**src/rtl/axil_arb_pkg.sv**
```systemverilog
// Shared types and widths for the two-port AXI-lite read arbiter.
package axil_arb_pkg;

  typedef enum logic {PORT_IF = 1'b0, PORT_DM = 1'b1} port_id_t;

  localparam int NUM_RD_PORTS = 2;
  localparam int ADDR_W       = 32;
  localparam int DATA_W       = 32;

  function automatic port_id_t other_port(input port_id_t p);
    return (p == PORT_IF) ? PORT_DM : PORT_IF;
  endfunction

endpackage

```
**src/rtl/axil_interface_if.sv**
```systemverilog
// AXI-lite read channel (AR + R) bundle; rd_mst issues reads, rd_slv serves them.
interface axil_interface_if;

  logic [axil_arb_pkg::ADDR_W-1:0] araddr;
  logic                            arvalid;
  logic                            arready;
  logic [axil_arb_pkg::DATA_W-1:0] rdata;
  logic [1:0]                      rresp;
  logic                            rvalid;
  logic                            rready;

  modport rd_mst (
    output araddr, arvalid, rready,
    input  arready, rdata, rresp, rvalid
  );

  modport rd_slv (
    input  araddr, arvalid, rready,
    output arready, rdata, rresp, rvalid
  );

endinterface

```
**src/rtl/arb_id_fifo.sv**
```systemverilog
// Small synchronous FIFO recording which port issued each accepted read, in issue order.
module arb_id_fifo
  import axil_arb_pkg::*;
#(
  parameter int  DEPTH = 4,
  parameter type T     = port_id_t
) (
  input  logic                         clk,
  input  logic                         rst_n,
  input  logic                         push,
  input  T                             push_data,
  input  logic                         pop,
  output T                             head,
  output logic                         full,
  output logic                         empty,
  output logic [$clog2(DEPTH+1)-1:0]   count
);

  localparam int PTR_W = (DEPTH > 1) ? $clog2(DEPTH) : 1;
  localparam int CNT_W = $clog2(DEPTH+1);

  T                 store [DEPTH];
  logic [PTR_W-1:0] wr_ptr_reg;
  logic [PTR_W-1:0] rd_ptr_reg;
  logic [CNT_W-1:0] count_reg;

  // Pointers wrap explicitly so non-power-of-two depths work.
  function automatic logic [PTR_W-1:0] next_ptr(input logic [PTR_W-1:0] p);
    return (p == PTR_W'(DEPTH-1)) ? '0 : p + 1'b1;
  endfunction

  always_ff @(posedge clk) begin
    if (push) begin
      store[wr_ptr_reg] <= push_data;
    end
  end

  always_ff @(posedge clk or negedge rst_n) begin
    if (!rst_n) begin
      wr_ptr_reg <= '0;
      rd_ptr_reg <= '0;
      count_reg  <= '0;
    end else begin
      if (push) wr_ptr_reg <= next_ptr(wr_ptr_reg);
      if (pop)  rd_ptr_reg <= next_ptr(rd_ptr_reg);
      case ({push, pop})
        2'b10:   count_reg <= count_reg + 1'b1;
        2'b01:   count_reg <= count_reg - 1'b1;
        default: count_reg <= count_reg;
      endcase
    end
  end

  assign head  = store[rd_ptr_reg];
  assign full  = (count_reg == CNT_W'(DEPTH));
  assign empty = (count_reg == '0);
  assign count = count_reg;

endmodule

```
**src/rtl/axil_read_arbiter.sv**
```systemverilog
// Two-port AXI-lite read arbiter: round-robin (or fixed) AR grant with zero added latency,
// in-order R steering driven by a FIFO of issuing-port IDs.
module axil_read_arbiter
  import axil_arb_pkg::*;
#(
  parameter int MAX_OUTSTANDING = 4,
  parameter bit FIXED_PRIO      = 1'b0
) (
  input  logic                     clk,
  input  logic                     rst_n,
  axil_interface_if.rd_slv         if_rd,
  axil_interface_if.rd_slv         dm_rd,
  axil_interface_if.rd_mst         mem_rd,
  output logic                     busy
);

  localparam int CNT_W = $clog2(MAX_OUTSTANDING+1);

  logic [NUM_RD_PORTS-1:0] req_vec;
  port_id_t                grant;
  logic                    grant_valid;
  logic                    sel_arvalid;
  logic                    lock_reg;
  port_id_t                lock_port_reg;
  port_id_t                last_grant_reg;
  logic                    busy_reg;
  logic                    fifo_full;
  logic                    fifo_empty;
  port_id_t                head;
  logic [CNT_W-1:0]        count;
  logic [CNT_W-1:0]        count_next;
  logic                    ar_hs;
  logic                    r_hs;

  assign req_vec = {dm_rd.arvalid, if_rd.arvalid};

  always_comb begin
    grant       = PORT_IF;
    grant_valid = 1'b0;
    if (lock_reg) begin
      grant       = lock_port_reg;
      grant_valid = 1'b1;
    end else if (!fifo_full && (req_vec != '0)) begin
      grant_valid = 1'b1;
      if (req_vec == 2'b11) begin
        grant = FIXED_PRIO ? PORT_DM : other_port(last_grant_reg);
      end else begin
        grant = req_vec[1] ? PORT_DM : PORT_IF;
      end
    end
  end

  // Requesters keep driving arvalid during reset; gate so nothing leaks downstream.
  assign sel_arvalid    = (grant == PORT_DM) ? dm_rd.arvalid : if_rd.arvalid;
  assign mem_rd.arvalid = rst_n && grant_valid && sel_arvalid;
  assign mem_rd.araddr  = (grant == PORT_DM) ? dm_rd.araddr : if_rd.araddr;
  assign if_rd.arready  = rst_n && grant_valid && (grant == PORT_IF) && mem_rd.arready;
  assign dm_rd.arready  = rst_n && grant_valid && (grant == PORT_DM) && mem_rd.arready;

  assign if_rd.rvalid   = !fifo_empty && (head == PORT_IF) && mem_rd.rvalid;
  assign dm_rd.rvalid   = !fifo_empty && (head == PORT_DM) && mem_rd.rvalid;
  assign if_rd.rdata    = mem_rd.rdata;
  assign dm_rd.rdata    = mem_rd.rdata;
  assign if_rd.rresp    = mem_rd.rresp;
  assign dm_rd.rresp    = mem_rd.rresp;
  assign mem_rd.rready  = !fifo_empty && ((head == PORT_DM) ? dm_rd.rready : if_rd.rready);

  assign ar_hs      = mem_rd.arvalid && mem_rd.arready;
  assign r_hs       = mem_rd.rvalid && mem_rd.rready;
  assign count_next = count + CNT_W'(ar_hs) - CNT_W'(r_hs);

  arb_id_fifo #(
    .DEPTH (MAX_OUTSTANDING),
    .T     (port_id_t)
  ) u_id_fifo (
    .clk       (clk),
    .rst_n     (rst_n),
    .push      (ar_hs),
    .push_data (grant),
    .pop       (r_hs),
    .head      (head),
    .full      (fifo_full),
    .empty     (fifo_empty),
    .count     (count)
  );

  always_ff @(posedge clk or negedge rst_n) begin
    if (!rst_n) begin
      lock_reg       <= 1'b0;
      lock_port_reg  <= PORT_IF;
      last_grant_reg <= PORT_DM;
      busy_reg       <= 1'b0;
    end else begin
      lock_reg      <= mem_rd.arvalid && !mem_rd.arready;
      lock_port_reg <= grant;
      if (ar_hs) begin
        last_grant_reg <= grant;
      end
      busy_reg <= (count_next != '0);
    end
  end

  assign busy = busy_reg;

  a_no_pop_empty: assert property (@(posedge clk) disable iff (!rst_n) r_hs |-> !fifo_empty);
  a_no_push_full: assert property (@(posedge clk) disable iff (!rst_n) ar_hs |-> !fifo_full);
  a_addr_stable:  assert property (@(posedge clk) disable iff (!rst_n) lock_reg |-> $stable(mem_rd.araddr));
  a_no_stray_r:   assert property (@(posedge clk) disable iff (!rst_n) mem_rd.rvalid |-> !fifo_empty);

endmodule
```
**src/flat_wrapper.sv**
```systemverilog
// flat-port wrapper written by rule: the top's interface ports become plain ports
module axil_read_arbiter_flat import axil_arb_pkg::*;
#(
  parameter int MAX_OUTSTANDING = 4,
  parameter bit FIXED_PRIO      = 1'b0
)
  (clk, rst_n, busy, if_rd_araddr, if_rd_arvalid, if_rd_rready, if_rd_arready, if_rd_rdata, if_rd_rresp, if_rd_rvalid, dm_rd_araddr, dm_rd_arvalid, dm_rd_rready, dm_rd_arready, dm_rd_rdata, dm_rd_rresp, dm_rd_rvalid, mem_rd_araddr, mem_rd_arvalid, mem_rd_rready, mem_rd_arready, mem_rd_rdata, mem_rd_rresp, mem_rd_rvalid);
  axil_interface_if if_rd_i ();
  axil_interface_if dm_rd_i ();
  axil_interface_if mem_rd_i ();
  input  logic clk;
  input  logic rst_n;
  output logic busy;
  input wire logic [$bits(if_rd_i.araddr)-1:0] if_rd_araddr;
  input wire logic [$bits(if_rd_i.arvalid)-1:0] if_rd_arvalid;
  input wire logic [$bits(if_rd_i.rready)-1:0] if_rd_rready;
  output wire logic [$bits(if_rd_i.arready)-1:0] if_rd_arready;
  output wire logic [$bits(if_rd_i.rdata)-1:0] if_rd_rdata;
  output wire logic [$bits(if_rd_i.rresp)-1:0] if_rd_rresp;
  output wire logic [$bits(if_rd_i.rvalid)-1:0] if_rd_rvalid;
  input wire logic [$bits(dm_rd_i.araddr)-1:0] dm_rd_araddr;
  input wire logic [$bits(dm_rd_i.arvalid)-1:0] dm_rd_arvalid;
  input wire logic [$bits(dm_rd_i.rready)-1:0] dm_rd_rready;
  output wire logic [$bits(dm_rd_i.arready)-1:0] dm_rd_arready;
  output wire logic [$bits(dm_rd_i.rdata)-1:0] dm_rd_rdata;
  output wire logic [$bits(dm_rd_i.rresp)-1:0] dm_rd_rresp;
  output wire logic [$bits(dm_rd_i.rvalid)-1:0] dm_rd_rvalid;
  output wire logic [$bits(mem_rd_i.araddr)-1:0] mem_rd_araddr;
  output wire logic [$bits(mem_rd_i.arvalid)-1:0] mem_rd_arvalid;
  output wire logic [$bits(mem_rd_i.rready)-1:0] mem_rd_rready;
  input wire logic [$bits(mem_rd_i.arready)-1:0] mem_rd_arready;
  input wire logic [$bits(mem_rd_i.rdata)-1:0] mem_rd_rdata;
  input wire logic [$bits(mem_rd_i.rresp)-1:0] mem_rd_rresp;
  input wire logic [$bits(mem_rd_i.rvalid)-1:0] mem_rd_rvalid;
  assign if_rd_i.araddr = if_rd_araddr;
  assign if_rd_i.arvalid = if_rd_arvalid;
  assign if_rd_i.rready = if_rd_rready;
  assign if_rd_arready = if_rd_i.arready;
  assign if_rd_rdata = if_rd_i.rdata;
  assign if_rd_rresp = if_rd_i.rresp;
  assign if_rd_rvalid = if_rd_i.rvalid;
  assign dm_rd_i.araddr = dm_rd_araddr;
  assign dm_rd_i.arvalid = dm_rd_arvalid;
  assign dm_rd_i.rready = dm_rd_rready;
  assign dm_rd_arready = dm_rd_i.arready;
  assign dm_rd_rdata = dm_rd_i.rdata;
  assign dm_rd_rresp = dm_rd_i.rresp;
  assign dm_rd_rvalid = dm_rd_i.rvalid;
  assign mem_rd_araddr = mem_rd_i.araddr;
  assign mem_rd_arvalid = mem_rd_i.arvalid;
  assign mem_rd_rready = mem_rd_i.rready;
  assign mem_rd_i.arready = mem_rd_arready;
  assign mem_rd_i.rdata = mem_rd_rdata;
  assign mem_rd_i.rresp = mem_rd_rresp;
  assign mem_rd_i.rvalid = mem_rd_rvalid;
  axil_read_arbiter #(.MAX_OUTSTANDING(MAX_OUTSTANDING), .FIXED_PRIO(FIXED_PRIO)) u_core (.clk(clk), .rst_n(rst_n), .if_rd(if_rd_i), .dm_rd(dm_rd_i), .mem_rd(mem_rd_i), .busy(busy));
endmodule
```
**config.mk**
```make
export PLATFORM = sky130hd
export DESIGN_NAME = axil_read_arbiter_flat
export DESIGN_NICKNAME = d
export VERILOG_FILES = /design/src/rtl/axil_arb_pkg.sv /design/src/rtl/axil_interface_if.sv /design/src/rtl/arb_id_fifo.sv /design/src/rtl/axil_read_arbiter.sv /design/src/flat_wrapper.sv
export SDC_FILE = /design/constraint.sdc
export NUM_CORES = 1
export LEC_CHECK = 0
export BUFFER_PORTS_ARGS = -buffer_cell sky130_fd_sc_hd__buf_2
export CORE_MARGIN = 2
export CORE_UTILIZATION = 30
export CTS_CLUSTER_DIAMETER = 30
export CTS_CLUSTER_SIZE = 24
export DETAILED_ROUTE_END_ITERATION = 7
export PLACE_DENSITY = 0.83
export SKIP_CTS_REPAIR_TIMING = 1
export SYNTH_ARGS = -nofsm -noshare
export SYNTH_HDL_FRONTEND = slang
export SYNTH_SLANG_ARGS = --single-unit
```
**constraint.sdc**
```tcl
create_clock -name clk -period 4.6 [get_ports clk]
set_input_delay 0.92 -clock clk [delete_from_list [all_inputs] [get_ports clk]]
set_output_delay 0.92 -clock clk [all_outputs]
set_load 0.05 [all_outputs]
```
* After elaboration in Yosys (flattened, before gate mapping)
Memory sizes are Yosys's and may differ from the RTL's. Index checks and enable logic that the tools add are counted.
Word-level totals: register bits 11, RAM bits 4, memories 1
Memories:
- u_core.u_id_fifo.store | words 4, bits a word 1, rd ports 1, clocked after Yosys merged registers in 0, wr ports 1, line arb_id_fifo.sv:22 | T store [DEPTH];
Operators by class: add/sub/neg operators 6, equal/unequal tests 6, mux-type cells 15, bitwise operators 2, reductions and logical operators 22
Operators by type and width (count):
- two-way mux 32 bit | 1
- logical AND 1 bit | 15
- two-way mux 1 bit | 11
- equality test 2 bit, second input constant | 4
- case mux 3 bit (2 select lines) | 1
- adder 2 x 1 -> 2 bit, second input constant | 2
- two-way mux 2 bit | 2
- nonzero test 2 bit | 2
- adder 3 x 1 -> 3 bit | 1
- adder 3 x 1 -> 3 bit, second input constant | 1
- equality test 3 bit, second input constant | 1
- logical NOT 1 bit | 3
- logical NOT 3 bit | 1
- nonzero test 3 bit | 1
- subtractor 3 x 1 -> 3 bit | 1
- subtractor 3 x 1 -> 3 bit, second input constant | 1
- equality test 2 x 1 -> 1 bit, second input constant | 1
- inverter 1 bit | 2

* Depth between registers and ports, before layout
Gate-level depths: netlist of the first run.
depth after elaboration 11, depth in mapped cells 11, depth with buffers taken out 11

* Modules after synthesis
A second synthesis of the first run with hierarchy kept.
Unflattened totals: cells, all modules 187, area, all modules 1946.9 um^2
By module, submodules not included:
- axil_read_arbiter | times used 1, cells an instance 144, area each 1383.8 um^2, sequential area each 101.3 um^2
- arb_id_fifo | times used 1, cells an instance 43, area each 563.0 um^2, sequential area each 295.3 um^2

* Worst setup path before layout of the first run
Ideal clock, no wire load.
path kind input to output, start point in dm_rd_arvalid, end point out if_rd_arready, arrival time 2361 ps, required time 3680 ps, setup slack 1319 ps, stages on the path 5, path buffers 1, cell sequence nor2b_1 > a32oi_4 > buf_6 > inv_1 > nor2_1
Between the ends: word-level cells in the longest chain between the ends 7
RTL lines:
- start: declaration | line flat_wrapper.sv:22 | input wire logic [$bits(dm_rd_i.arvalid)-1:0] dm_rd_arvalid;
- equality test 2 bit (tied with other cells) | line axil_read_arbiter.sv:45 | if (req_vec == 2'b11) begin
- two-way mux 1 bit / logical AND 1 bit (equally long branches) | line axil_read_arbiter.sv:45, axil_read_arbiter.sv:43
- two-way mux 1 bit (*) | line axil_read_arbiter.sv:43 | end else if (!fifo_full && (req_vec != '0)) begin
- two-way mux 1 bit (*) | line axil_read_arbiter.sv:40 | if (lock_reg) begin
- via u_core.grant | line axil_read_arbiter.sv:20 | port_id_t grant;
- inverter 1 bit (*) | line axil_read_arbiter.sv:57 | assign if_rd.arready = rst_n && grant_valid && (grant == PORT_IF) && mem_rd.arready;
- logical AND 1 bit (*) (2 in a row) | line axil_read_arbiter.sv:57
- end: declaration | line flat_wrapper.sv:17 | output wire logic [$bits(if_rd_i.arready)-1:0] if_rd_arready;
The timed path passes the listed nets; every way through them passes the cells marked *.

* Worst setup path after layout of the first run
start point in dm_rd_arvalid, end point out mem_rd_araddr[21]
Between the ends: word-level cells in the longest chain between the ends 5
RTL lines:
- equality test 2 bit (tied with other cells) | line axil_read_arbiter.sv:45
- two-way mux 1 bit / logical AND 1 bit (equally long branches) | line axil_read_arbiter.sv:45, axil_read_arbiter.sv:43
- two-way mux 1 bit (*) | line axil_read_arbiter.sv:43
- two-way mux 1 bit (*) | line axil_read_arbiter.sv:40
- two-way mux 32 bit (*) | line axil_read_arbiter.sv:56 | assign mem_rd.araddr = (grant == PORT_DM) ? dm_rd.araddr : if_rd.araddr;
- end: declaration | line flat_wrapper.sv:28 | output wire logic [$bits(mem_rd_i.araddr)-1:0] mem_rd_araddr;
Mark *: on every way between the ends. The rest lies on a longest branch, timed or not.

==> reports/results.tsv, run 1 <==
metric	value	unit
drcViolationCount	0	
p_seq_share	21.4	%
path_buf_inv	3	
place_area	1929	um2
worstPathRequired	3.68	ns
top_usage_layer	met2	
rsz0062_at_grt	no	
finalCriticalPeriod	3.380	ns
drv_cap	0	
gp_congestion	0.7509	
cts_num_sinks	15	
initial_core_util	30.95	%
ir_drop	317.8	uV
grt_max_degree	36	
internal_power	0.5186	mW
fp.dieH	81.93	um
track_usage	10.29	%
hold_slack	0.5425	ns
gr-usage-met1	12.43	%
wirelength	3813	um
path_cells	buf_2 > nor2b_1 > a32oi_4 > buf_4 > mux2_2 > buf_2	
holdCritStartpoint	u_core.u_id_fifo.count[2]	
wl_per_cell	12.75	um
crit_top_cell	buf_2	
antenna_cells	0	
p_clk_share	10.0	%
clockBufferDepth	2	
num_rows	28	
yosysWarnings	0	
die-area	6712	um2
arrival	2.46	ns
hpwl	3209	um
met2_usage	16.91	%
synth_edf_count	4	
seq_area_frac_synth	21.77	%
grt_pass1_vias	1180	
fin_crit_sh	73.49	%
synthArstFlopShare	73.33	%
synth_flop_cell	dfrtp_1	
root_buffer	clkbuf_8	
crit_path_end_kind	primary output	
cts_tree	yes	
drt_iter0_drc	10	
maxSlewHeadroom	73.56	%
r2r-start	u_core.u_id_fifo.rd_ptr_reg[0]	
htreeDepth	1	
switching_share	51.82	%
cp_top_family	buffers and inverters	
grt_pass1_wl	5333	um
synth_area	1822	um2
via_count	1286	
r2r_end	u_core.busy	
hold_violations	0	
holdCritPathClass	register to register	
yosys_register_bits	15	
rrSetupSlack	1.64	ns
clk_pin_slew	0.06	ns
startpoint_type	input port	
nets	340	
vias_per_cell	4.301	
slew_viol_final	0	
final.setup_skew	0.007616	ns
r2r_cells	10	
holdPathStages	1	
core	5886	um2
comb_power_share	68.6	%
max_stage_delay	0.41	ns
antenna_left	0	
p_switching	0.5577	mW
final-setup-viol-count	0	
path_class	input port to primary output	
grtUsageMet3	3.187	%
largest_reg_flops	4	
grt.overflow.total	0	
worst_skew_pair.late_latency	0.25	ns
numCtsBuffers	3	
io_pins	213	
port-buffer-count	110	
antenna_found_initial	0	
outcome	complete, no violations	
syn_to_final_growth	8.448	%
max_freq	295.8	MHz
yosys.cell_types.count	30	
post-route-cell-area	1976	um2
tns	0	ns
min_to	u_core.u_id_fifo.count[2]	
worst_pin_slew	0.3966	ns
power-per-cell-area	544.8	nW/um2
syn-instance-count	180	
leakagePower	0.9847	nW
path_max_fanout	35	
syn_area_per_cell	10.12	um2
drt-pass1-iter-count	3	
die_x	81.93	um
crit_slowest_cell	mux2_2	
syn_nets	295	
startpoint	dm_rd_arvalid	
fillers	609	
drive_gt1_share	70.98	%
==> through the flow <==
| step | setup slack, ns | cells | util [%] | power (mW) |
|---|---|---|---|---|
| after global placement | 1.267 | 295 | 32.78 | 0.9525 |
| after floorplan | 1.319 | 180 | - | 0.9913 |
| after CTS | 1.211 | 299 | 33.57 | 1.092 |
| after detailed placement | 1.212 | 295 | 32.78 | 0.9786 |
| final | 1.220 | 299 | 33.57 | 1.076 |
| after global routing | 1.147 | 299 | 33.57 | 1.155 |
==> per-layer routing <==
layer	wire [um]	share of wire, %
met3	373	9.8
met5	0	0
met1	1537	40
met2	1821	48
met4	80	2.1
==> cell type report <==
type                            instances  area [um2]  share of cell area, %
Clock buffer                            3       41.29                  2.090
Tap cell                               75       93.84                  4.750
Inverter                                8       30.03                  1.520
Clock inverter                          1       5.005                 0.2533
Timing Repair Buffer                  111       558.0                  28.25
Multi-Input combinational cell         86       850.8                  43.07
Sequential cell                        15       396.6                  20.08
==> Yosys cell counts (2+ instances only) <==
master	count	area, um2
buf_4	68	510.5
mux2_2	34	382.9
dfrtp_1	10	250.2
inv_1	8	30.03
ha_1	7	87.58
nor2_1	7	26.28
xnor2_1	5	43.79
and2_2	4	30.03
edfxtp_1	4	120.1
nand2_1	4	15.01
buf_6	3	33.78
nand2b_1	3	18.77
nor2b_1	3	18.77
fa_1	2	40.04
mux2_1	2	22.52
mux2i_1	2	20.02
==> placed cells by master (no fill, tap or decap), types with 2 or more instances in the layout <==
cell type | Yosys | final
mux2_1 | 2 | 2
nand2_1 | 4 | 4
nor2b_1 | 3 | 3
clkbuf_8 | 0 | 3
edfxtp_1 | 4 | 4
nor2_1 | 7 | 7
nand2b_1 | 3 | 3
inv_1 | 8 | 8
mux2_2 | 34 | 34
and2_2 | 4 | 4
mux2i_1 | 2 | 2
fa_1 | 2 | 2
buf_2 | 0 | 110
dfrtp_1 | 10 | 10
ha_1 | 7 | 7
xnor2_1 | 5 | 5
==> power groups by stage <==
stage	sequential [mW]	combinational [mW]	clock (mW)
floorplan	0.229	0.762	0
global placement	0.230	0.722	0
detailed placement	0.234	0.745	0
CTS	0.232	0.749	0.111
global route	0.237	0.803	0.116
finish	0.231	0.738	0.108
==> worst register-to-register path, delay by kind of cell, from the launching register on <==
kind | cells | cell delay [ns]
flip-flops | 1 | 0.41
buffers and inverters | 1 | 0.09
adder cells (fa/ha/maj) | 3 | 0.90
XOR/XNOR | 2 | 0.26
multiplexers | 2 | 0.78
AND/OR/NAND/NOR | 2 | 0.42
==> logic make-up (layout without fill, tap and decap cells) <==
logic type | count (synthesis) | in the layout | share of synthesized area, %
compound gates | 7 | 7 | 4.190
xor+xnor | 5 | 5 | 2.404
fa+ha+maj | 9 | 9 | 7.005
buf+inv | 79 | 123 | 31.52
flops | 15 | 15 | 21.77
mux | 39 | 39 | 24.59
simple gates | 26 | 26 | 8.517
==> worst max path at each step <==
stage | to | slack [ns] | cells after the start
floorplan | if_rd_arready | 1.32 | 5
global placement | mem_rd_araddr[21] | 1.27 | 6
detailed placement | mem_rd_araddr[21] | 1.21 | 6
CTS | mem_rd_araddr[21] | 1.21 | 6
global route | mem_rd_araddr[21] | 1.15 | 6
finish | mem_rd_araddr[21] | 1.22 | 6
(Power assumes the default switching activity.)
==> run 2, diff against run 1 <==
--- a/config.mk
+++ b/config.mk
@@ -11,7 +11,7 @@
 export CTS_CLUSTER_DIAMETER = 30
 export CTS_CLUSTER_SIZE = 24
 export DETAILED_ROUTE_END_ITERATION = 7
-export PLACE_DENSITY = 0.83
+export PLACE_DENSITY = 0.86
 export SKIP_CTS_REPAIR_TIMING = 1
 export SYNTH_ARGS = -nofsm -noshare
 export SYNTH_HDL_FRONTEND = slang
==> constraint.sdc (replaced) <==
create_clock -name clk -period 3.05 [get_ports clk]
set_input_delay 0.61 -clock clk [delete_from_list [all_inputs] [get_ports clk]]
set_output_delay 0.61 -clock clk [all_outputs]
set_load 0.05 [all_outputs]
==> reports/results.tsv, run 2 (synthesis gave the netlist of run 1 again) <==
metric	value	unit	change
outcome	complete, no violations		unchanged
dp.cells	296		was 295
antenna_cells	0		unchanged
track_usage	9.986	%	was 10.29%
rsz0062_at_grt	no		unchanged
drive_gt1_share	71.24	%	was 70.98%
vias_per_cell	4.233		was 4.301
path_class	register to register		was input port to primary output
clockBufferDepth	2		unchanged
antenna_left	0		unchanged
cts_tree	yes		unchanged
htreeDepth	1		unchanged
worst_pin_slew	0.2867	ns	was 0.3966 ns
antenna_found_initial	0		unchanged
hpwl	3216	um	was 3209 um
slew_viol_final	0		unchanged
path_cells	mux4_2 > mux2i_2 > nor2_1 > ha_1 > inv_1 > ha_1 > fa_1 > xnor2_1 > xnor2_1 > or3_1		was buf_2 > nor2b_1 > a32oi_4 > buf_4 > mux2_2 > buf_2
register_area	396.6	um2	unchanged
worst_skew_pair.late_latency	0.24	ns	was 0.25 ns
grt_max_degree	37		was 36
initial_core_util	30.95	%	unchanged
fin_util	34.08	%	was 33.57%
root_buffer	clkbuf_8		unchanged
worst_slack	0.1523	ns	was 1.220 ns
num_rows	28		unchanged
drt_iter0_drc	6		was 10
path_max_fanout	3		was 35
drt-pass1-iter-count	4		was 3
wirelength	3685	um	was 3813 um
numCtsBuffers	3		unchanged
tns	0	ns	unchanged
final.setup_skew	0.0004167	ns	was 0.007616 ns
drcViolationCount	0		unchanged
grt_pass1_vias	1176		was 1,180
leakagePower	0.9950	nW	was 0.9847 nW
mostFrequentLayoutCells	buf_2 (110), mux2_2 (34), dfrtp_1 (10), inv_1 (8)		unchanged
max_freq	345.1	MHz	
die_x	81.93	um	unchanged
port-buffer-count	110		unchanged
crit_slowest_cell	mux4_2		was mux2_2
largest_reg_flops	4		unchanged
fin_crit_sh	95.01	%	
max_stage_delay	0.55	ns	was 0.41 ns
cts_num_sinks	15		unchanged
worstPathRequired	3.17	ns	was 3.68 ns
holdCritPathClass	input port to asynchronous set/reset pin		was register to register
syn_to_final_growth	10.10	%	was 8.448%
grt.overflow.total	0		unchanged
clk_pin_slew	0.06	ns	about the same
multiInputGateArea	854.6	um2	was 850.8 um2
finalCriticalPeriod	2.898	ns	
arrival	3.02	ns	was 2.46 ns
die-area	6712	um2	unchanged
finalPower	1.640	mW	was 1.076 mW
power-per-cell-area	817.4	nW/um2	was 544.8 nW/um2
maxSlewHeadroom	80.74	%	was 73.56%
fillers	612		was 609
core	5886	um2	unchanged
post-place-ws	0.1271	ns	was 1.212 ns
io_pins	213		unchanged
drv_cap	0		unchanged
wl_per_cell	12.24	um	was 12.75 um
final-setup-viol-count	0		unchanged
finalNonFillerCells	301		was 299
startpoint_type	register		was input port
grt_pass1_wl	5250	um	was 5333 um
ir_drop	428.4	uV	was 317.8 uV
layout_commonest_cell	buf_2		unchanged
hold_violations	0		unchanged
nets	342		was 340
gp_congestion	0.7461		was 0.7509
via_count	1274		was 1,286
crit_path_end_kind	register		was primary output
fp.dieH	81.93	um	unchanged
run 2: cell count changes in the layout (fill, tap and decap cells not counted):
cell,previous run,this run
buf_12,0,1
mux2i_1,2,1
clkinv_2,1,0
buf_4,1,2
mux2i_2,0,1
clkbuf_1,0,1
run 2: metal layers:
metal / vias to the layer above / share of wire [%] / GRT usage [%] / wire (um)
met3: 8 / 11 / 2.418 / 407
met4: 0 / 1.7 / 4.000 / 61
met1: 555 / 41 / 13.24 / 1498
met5: - / 0 / 0 / 0
li1: 627 / - / - / -
met2: 84 / 47 / 15.53 / 1717
run 2: area by class of cell:
class,count,area share (%)
Multi-Input combinational cell,86,42.61
Timing Repair Buffer,113,29.20
Sequential cell,15,19.78
Tap cell,75,4.679
Clock buffer,4,2.246
Inverter,8,1.497
run 2: through the flow:
step | cell area, um2 | hold WS, ns
2_1_floorplan | 1822 | 0.3144
3_3_place_gp | 1949 | 0.5267
3_5_place_dp | 1949 | 0.5406
4_1_cts | 1994 | 0.3465
5_1_grt | 2006 | 0.3550
6_report | 2006 | 0.3375
run 2: power by group:
group | internal (mW) | total, mW | switching (mW)
clock network | 0.0923 | 0.156 | 0.0639
logic | 0.433 | 1.14 | 0.705
registers | 0.280 | 0.345 | 0.0650
run 2: critical path, delay by kind of cell (launching register included):
| family | cells | cell delay (ns) |
|---|---|---|
| XOR/XNOR | 2 | 0.26 |
| adder cells (fa/ha/maj) | 3 | 0.88 |
| buffers and inverters | 1 | 0.08 |
| flip-flops | 1 | 0.38 |
| multiplexers | 2 | 0.76 |
| AND/OR/NAND/NOR | 2 | 0.40 |
run 2: final timing paths:
kind	startpoint	end	slack, ns	cells past startpoint
max	u_core.u_id_fifo.rd_ptr_reg[0]	u_core.busy	0.15	10
min	rst_n	u_core.u_id_fifo.rd_ptr_reg[0]	0.34	2
max reg2reg	u_core.u_id_fifo.rd_ptr_reg[0]	u_core.busy	0.15	10
min reg2reg	u_core.u_id_fifo.count[2]	u_core.u_id_fifo.count[2]	0.55	1
max in group asynchronous	rst_n	u_core.last_grant_reg	2.48	2
min in group clk	u_core.u_id_fifo.count[2]	u_core.u_id_fifo.count[2]	0.55	1
